**src/rtl/snitch_icache_refill_arb.sv**
```systemverilog
// Refill arbiter: merges per-port L0 refill requests onto one shared L1 request
// channel in round-robin order and routes L1 responses back to their port by ID.
module snitch_icache_refill_arb #(
  parameter int NR_FETCH_PORTS = 2,
  parameter int FETCH_AW       = 32,
  parameter int LINE_WIDTH     = 128,
  parameter int ID_WIDTH       = 4
) (
  input  logic                                    clk_i,
  input  logic                                    rst_i,

  input  logic [NR_FETCH_PORTS-1:0][FETCH_AW-1:0] in_req_addr_i,
  input  logic [NR_FETCH_PORTS-1:0]               in_req_valid_i,
  output logic [NR_FETCH_PORTS-1:0]               in_req_ready_o,

  output logic [FETCH_AW-1:0]                     out_req_addr_o,
  output logic [ID_WIDTH-1:0]                     out_req_id_o,
  output logic                                    out_req_valid_o,
  input  logic                                    out_req_ready_i,

  input  logic [LINE_WIDTH-1:0]                   out_rsp_data_i,
  input  logic                                    out_rsp_error_i,
  input  logic [ID_WIDTH-1:0]                     out_rsp_id_i,
  input  logic                                    out_rsp_valid_i,
  output logic                                    out_rsp_ready_o,

  output logic [LINE_WIDTH-1:0]                   in_rsp_data_o,
  output logic                                    in_rsp_error_o,
  output logic [NR_FETCH_PORTS-1:0]               in_rsp_valid_o,
  input  logic [NR_FETCH_PORTS-1:0]               in_rsp_ready_i,

  output logic [NR_FETCH_PORTS-1:0]               pending_o,
  output logic                                    stall_o,
  output logic                                    bad_id_o
);

  localparam int RR_W = (NR_FETCH_PORTS > 1) ? $clog2(NR_FETCH_PORTS) : 1;
  localparam logic [RR_W-1:0] LAST_PORT = RR_W'(NR_FETCH_PORTS - 1);

  logic [NR_FETCH_PORTS-1:0] pending_q;
  logic [RR_W-1:0]           rr_q;
  logic                      out_valid_q;
  logic [FETCH_AW-1:0]       out_addr_q;
  logic [ID_WIDTH-1:0]       out_id_q;

  logic [NR_FETCH_PORTS-1:0] eligible;
  logic [NR_FETCH_PORTS-1:0] grant;
  logic [NR_FETCH_PORTS-1:0] rsp_hit;
  logic [RR_W-1:0]           winner;
  logic                      any_eligible;
  logic                      slot_free;
  logic                      accept;
  logic                      rsp_match;
  logic                      rsp_fire;

  assign eligible     = in_req_valid_i & ~pending_q;
  assign any_eligible = |eligible;
  assign slot_free    = ~out_valid_q | out_req_ready_i;
  assign accept       = any_eligible & slot_free & ~rst_i;

  // Lowest eligible port overall is the wrap-around fallback; the lowest one
  // at or above rr_q overrides it when present.
  always_comb begin
    winner = '0;
    for (int p = NR_FETCH_PORTS - 1; p >= 0; p--) begin
      if (eligible[p]) winner = RR_W'(p);
    end
    for (int p = NR_FETCH_PORTS - 1; p >= 0; p--) begin
      if (eligible[p] && (RR_W'(p) >= rr_q)) winner = RR_W'(p);
    end
  end

  always_comb begin
    grant         = '0;
    grant[winner] = accept;
  end

  assign in_req_ready_o = grant;
  assign stall_o        = |(in_req_valid_i & ~grant);

  // Response routing: only an ID naming a port with an outstanding refill hits.
  always_comb begin
    rsp_hit = '0;
    for (int k = 0; k < NR_FETCH_PORTS; k++) begin
      rsp_hit[k] = pending_q[k] && (out_rsp_id_i == ID_WIDTH'(k));
    end
  end

  assign rsp_match       = |rsp_hit;
  assign in_rsp_valid_o  = {NR_FETCH_PORTS{out_rsp_valid_i}} & rsp_hit;
  assign in_rsp_data_o   = out_rsp_data_i;
  assign in_rsp_error_o  = out_rsp_error_i;
  // Orphans are always sunk so a stale L1 response can never block the channel.
  assign out_rsp_ready_o = ~rst_i & (rsp_match ? |(in_rsp_ready_i & rsp_hit) : 1'b1);
  assign rsp_fire        = out_rsp_valid_i & out_rsp_ready_o & rsp_match;
  assign bad_id_o        = out_rsp_valid_i & ~rsp_match;

  assign out_req_valid_o = out_valid_q;
  assign out_req_addr_o  = out_addr_q;
  assign out_req_id_o    = out_id_q;
  assign pending_o       = pending_q;

  always_ff @(posedge clk_i) begin
    if (rst_i) begin
      out_valid_q <= 1'b0;
      out_addr_q  <= '0;
      out_id_q    <= '0;
      pending_q   <= '0;
      rr_q        <= '0;
    end else begin
      if (accept) begin
        out_valid_q <= 1'b1;
        out_addr_q  <= in_req_addr_i[winner];
        out_id_q    <= ID_WIDTH'(winner);
        rr_q        <= (winner == LAST_PORT) ? '0 : winner + RR_W'(1);
      end else if (out_req_ready_i) begin
        out_valid_q <= 1'b0;
      end
      // Accept needs !pending and a hit needs pending, so set and clear never collide.
      pending_q <= (pending_q & ~(rsp_fire ? rsp_hit : '0)) | grant;
    end
  end

endmodule

```
**config.mk**
```make
export PLATFORM = sky130hd
export DESIGN_NAME = snitch_icache_refill_arb
export DESIGN_NICKNAME = d
export VERILOG_FILES = /design/src/rtl/snitch_icache_refill_arb.sv
export SDC_FILE = /design/constraint.sdc
export NUM_CORES = 1
export LEC_CHECK = 0
export CAP_MARGIN = 20
export CORE_AREA = 2 2 148 150
export DETAILED_ROUTE_END_ITERATION = 8
export DIE_AREA = 0 0 150 152
export PLACE_DENSITY = 0.52
export SLEW_MARGIN = 20
export SYNTH_ARGS = -nofsm -noshare
export SYNTH_HDL_FRONTEND = slang
export SYNTH_SLANG_ARGS = --single-unit
```
**constraint.sdc**
```tcl
create_clock -name clk_i -period 1.7 [get_ports clk_i]
set_clock_uncertainty 0.1 [all_clocks]
set_input_delay 0.425 -clock clk_i [delete_from_list [all_inputs] [get_ports clk_i]]
set_output_delay 0.425 -clock clk_i [all_outputs]
set_load 0.01 [all_outputs]
```
==> reports/results.txt, run 1 <==
CP cell instances -> dlygate4sd2_1 > nor2b_4 > or3_4 > a21oi_2 > nor2_1 > buf_2
# rows -> 54
Fin. Hold Viols -> 0
vias in the first global route -> 2307
DR vias -> 2297
drt wl/cell -> 16.6 um
worst min path class -> in2reg
failing checks -> setup timing
PD cells -> 766 nW/um2
DPL Wire Length -> 7150 um
Seq/Total Area, Yosys -> 26.1%
Post-Synthesis Cells -> 353
most common cell in the netlist -> buf_4
initial antenna violation count -> 0
Final Setup Violations -> 37
synthesized area per cell -> 8.04 um2
share of power burned in combinational logic -> 31.5%
H-tree lvl count -> 2
die area -> 22800 um2
maximum capacitance violations -> 0
Post-DP Area -> 3350 um2
global-route wire length before repair -> 14900 um
Final Total Pwr -> 2.97 mW
Residual DRC -> 0
vias per cell -> 3.56
fin nets -> 569
ANT nets after route -> 0
Int Pwr -> 2.08 mW
clock sink count -> 37
sw frac -> 29.9%
maximum clock insertion buffer count -> 2
Boundary Pins -> 380
Num CTS Buffers -> 5
Clk pin slew, worst setup/hold paths -> 0.06 ns
WL final -> 10700 um
worst vdd ir -> 0.000289 V
Worst EP required -> 1.17 ns
largest net degree at the start of global routing -> 33
hold_buf cts -> 0
CP max-delay cell -> or3_4
Die Y -> 152 um
fin crit share -> 115%
critical path endpoint category -> primary output
Area contributors post-synth -> buf_4 (35%), dfxtp_1 (26%), nand2_1 (9.3%), a311oi_1 (8.6%), nor2_1 (4.9%)
min cycle time layout -> 1.96 ns
Pleak -> 1.68 nW
Clock power frac -> 35.0%
flops & latches, synth -> 37
commonest cells in the netlist -> buf_4 (132), nand2_1 (70), dfxtp_1 (37), nor2_1 (37), a311oi_1 (28)
core footprint -> 21400 um2
clk_lat worst skew -> 0.29 ns
Initial Utilization -> 13.3%
Die X -> 150 um
WS Path Type -> in2out
gr ovfl total -> 0
layout cell share with drive strength beyond 1 -> 26.6%
Starting DRT DRC Count -> 54
Setup WS post-layout -> -0.260 ns
EDFF count, synth -> 0
post-route cell area -> 3870 um2
slowest stage delay, CP -> 0.36 ns
crit start category -> input port
Most used DFF post-synth -> dfxtp_1
synthesis-to-layout area growth -> 36.5%
RSZ-0062 raised after global routing -> yes
number of distinct library cells after synthesis -> 28
n_diodes -> 0
CTS tree -> built
Slew Viols, Final -> 0
Port Buf Inserts -> 118
dominant cell type by area after synthesis -> buf_4
gpl congestion -> 0.710
data arrival time of the critical path -> 1.44 ns
warnings from Yosys -> 0
Root Driver -> clkbuf_16
Synth top area share -> 34.9%
Post-synth ARST share -> 0%
status -> finished with violations
DR pass1 iterations -> 4
Cell Area, Synth -> 2840 um2
Psw -> 0.888 mW
crit-path max FO -> 3
Total GRT Usage -> 8.91%
fmax -> 0.510 GHz
Seq pwr share -> 33.6%
Core Util, Final -> 18.1%
Place WS -> -1.03 ns
cell families after synthesis:
| group | share of synthesized area [%] |
|---|---|
| compound gates | 13.4 |
| buf+inv | 42.5 |
| flops | 26.1 |
| other cells | 0.132 |
| simple gates | 17.8 |
critical path, delay by kind of cell:
family / cells / cell delay, ns
buffers and inverters: 2 / 0.40
and+or+nand+nor: 3 / 0.48
AOI/OAI and AO/OA: 1 / 0.13
area by class of cell:
class / count / area (um2)
clock buffers: 7 / 153
clock inverters: 1 / 5.00
fillers: 2444 / 17500
inverters: 2 / 12.5
multi-input cells: 166 / 1060
flip-flops and latches: 37 / 747
well taps: 280 / 350
repair buffers: 152 / 1550
final timing paths:
| path | depth (start not counted) | slack (ns) | endpoint | start |
|---|---|---|---|---|
| setup / recovery | 6 | -0.26 | stall_o | out_req_ready_i |
| hold / removal | 2 | 0.33 | out_req_addr_o[1] | rst_i |
| setup reg to reg | 8 | -0.06 | out_req_addr_o[0] | pending_o[1] |
| hold reg to reg | 2 | 0.39 | out_req_id_o[0] | out_req_id_o[0] |
stage by stage:
stage | instances | TNS (ns) | hold WS, ns
global placement | 623 | -32.37 | 0.364
finish | 645 | -2.27 | 0.326
CTS | 640 | -1.12 | 0.300
detailed placement | 623 | -32.95 | 0.371
global route | 645 | -4.92 | 0.316
floorplan | 355 | -0.0201 | 0.390
registers in the layout, indices dropped and copies added (netlist names):
register,count
out_req_addr_o,32
pending_o,2
out_req_id_o,1
out_req_valid_o,1
rr_q,1
power groups by stage:
stage	clock, mW	sequential [mW]	combinational, mW
5_1_grt	1.14	1.01	1.01
6_report	1.04	0.996	0.933
3_5_place_dp	0	1.01	0.813
2_1_floorplan	0	1.05	0.666
3_3_place_gp	0	1.01	0.810
4_1_cts	1.13	0.990	0.887
per-layer routing:
| metal | vias to the layer above | GRT usage [%] | share of wire [%] |
|---|---|---|---|
| met5 | - | 0 | 0 |
| met4 | 0 | 6.06 | 5.6 |
| met3 | 63 | 4.71 | 12 |
| met2 | 175 | 13.3 | 45 |
| met1 | 1009 | 9.69 | 37 |
| li1 | 1050 | - | - |
cell usage in the layout (no fill, tap or decap), drive strengths merged:
cell           netlist  layout
a311oi              32      32
clkdlybuf4s50        0      65
nor3                 2       2
buf                144      43
a211oi               1       1
a21boi               1       1
inv                  2       2
a31oi                1       1
clkinv               0       1
dlymetal6s2s         0       9
or3                  1       1
o22ai                1       1
clkbuf               6      10
o21ai                2       2
nor3b                1       1
dlygate4sd2          0      31
a21oi                5       5
or2                  1       1
clkdlybuf4s15        0       1
nor4                 1       1
nor2b                1       1
nand2               70      70
nand2b               6       6
conb                 1       3
nor2                37      37
dfxtp               37      37
repair_timing:
item / CTS / global route
hold endpoints to repair: 0 / 0
setup buffers: 6 / 4
pin swaps: 13 / 17
endpoints found under the setup margin: 69 / 45
gates cloned: 3 / 2
gates resized for setup: 103 / 44
No activity file was read; power rests on OpenSTA's default activity.
==> run 2, diff against run 1 <==
CELL_PAD_IN_SITES_DETAIL_PLACEMENT = 1   (was unset)
CELL_PAD_IN_SITES_GLOBAL_PLACEMENT = 1   (was unset)
CORE_AREA = 2 2 146 148   (was 2 2 148 150)
DIE_AREA = 0 0 148 150   (was 0 0 150 152)
PLACE_DENSITY = 0.79   (was 0.52)
==> reports/results.txt, run 2 (synthesized netlist as in run 1, its figures left out) <==
status -> finished with violations
failing checks -> setup timing
# rows -> 53
largest net degree at the start of global routing -> 42
DR pass1 iterations -> 4
drt wl/cell -> 19.2 um
vias per cell -> 3.76
Die Y -> 150 um
fin crit share -> 118%
Storage cell area -> 747 um2
n_diodes -> 0
dpl cells -> 616
Root Driver -> clkbuf_16
Sum Neg Setup Slack -> -4.48 ns
crit-path max FO -> 2
min cycle time layout -> 2.00 ns
CP max-delay cell -> dfxtp_2
worst vdd ir -> 0.000347 V
global-route wire length before repair -> 14400 um
Num CTS Buffers -> 5
DR vias -> 2443
Largest register FFs -> 32
synthesis-to-layout area growth -> 46.6%
Final Setup Violations -> 40
CTS tree -> built
PD cells -> 756 nW/um2
Core Util, Final -> 20.1%
Port Buf Inserts -> 118
fmax -> 0.499 GHz
Fin. Hold Viols -> 0
CP delay by family, top -> simple AND/OR/NAND/NOR gates
clk_lat worst skew -> 0.29 ns
slowest stage delay, CP -> 0.32 ns
gpl congestion -> 0.712
Total GRT Usage -> 8.78%
hold_buf cts -> 0
Clk pin slew, worst setup/hold paths -> 0.06 ns
core footprint -> 20700 um2
Die X -> 148 um
data arrival time of the critical path -> 1.48 ns
Setup WS post-layout -> -0.304 ns
H-tree lvl count -> 2
fin nets -> 579
WL final -> 12400 um
CP cell instances -> nor2b_4 > buf_6 > or3_4 > a21oi_2 > nor2_1 > buf_2
fillcell total -> 2422
Starting DRT DRC Count -> 55
Slew Viols, Final -> 0
Non-Filler Instances -> 649
critical path endpoint category -> primary output
Min Hold Slack -> 0.396 ns
ANT nets after route -> 0
RSZ-0062 raised after global routing -> yes
Worst EP required -> 1.17 ns
vias in the first global route -> 2447
area of the multi-input gates -> 1220 um2
clock sink count -> 37
commonest cells after routing, fill and taps aside -> clkdlybuf4s50_1 (64), nand2_1 (55), dlygate4sd2_1 (35)
crit start category -> register
DPL Wire Length -> 7370 um
Residual DRC -> 0
Pleak -> 1.75 nW
Initial Utilization -> 13.7%
most common cell after layout, fill and taps aside -> clkdlybuf4s50_1
die area -> 22200 um2
maximum clock insertion buffer count -> 2
Crit path buffers/inverters -> 2
WS Path Type -> reg2out
initial antenna violation count -> 0
maximum capacitance violations -> 0
Boundary Pins -> 380
gr ovfl total -> 0
layout cell share with drive strength beyond 1 -> 37.4%
worst min path class -> reg2reg
run 2: worst register-to-register path, cell delays in order (launching register included):
cell and delay (ns):
dfxtp_2 0.34, buf_6 0.13, nor3b_4 0.23, or2_4 0.21, buf_6 0.10, buf_6 0.08
buf_8 0.11, clkbuf_16 0.19, nand2_2 0.07, a311oi_2 0.23
run 2: layer usage:
metal / vias to the layer above / GRT usage (%) / part of all wire, %
met5: - / 1.36 / 0.34
met4: 2 / 6.48 / 5.6
met3: 81 / 4.94 / 10
met2: 185 / 14.1 / 48
met1: 1111 / 8.34 / 36
li1: 1064 / - / -
run 2: area by class of cell:
class                   count  share of cell area [%]
inverters                   2                   0.301
repair buffers            162                    40.5
flip-flops and latches     37                    17.9
clock inverters             1                   0.120
clock buffers               6                    3.61
well taps                 275                    8.27
multi-input cells         166                    29.3
run 2: repair_timing:
action	CTS	global route
hold endpoints to repair	0	0
endpoints found under the setup margin	73	46
resized for setup	109	91
setup buffers	6	12
pin swaps	12	28
cloned	0	8
run 2: report_power, final:
part / switching, mW / total, mW / leakage (nW) / internal [mW]
logic: 0.519 / 1.10 / 1.36 / 0.581
clock network: 0.416 / 1.04 / 0.0778 / 0.624
registers: 0.0572 / 1.01 / 0.307 / 0.950
total: 0.992 / 3.15 / 1.75 / 2.15
run 2: worst paths after layout:
kind                    from            endpoint  slack [ns]  cells past startpoint
min          out_req_id_o[0]     out_req_id_o[0]        0.40                      2
max          out_req_valid_o             stall_o       -0.30                      6
min reg2reg  out_req_id_o[0]     out_req_id_o[0]        0.40                      2
max reg2reg     pending_o[0]  out_req_addr_o[13]       -0.17                      9
run 2: stage by stage:
stage | area (um2) | setup slack (ns) | power, mW
floorplan | 2870 | -0.0163 | 1.71
global placement | 3330 | -1.06 | 1.82
detailed placement | 3330 | -1.08 | 1.83
CTS | 3580 | -0.326 | 2.92
global route | 4160 | -0.376 | 3.34
finish | 4160 | -0.304 | 3.15
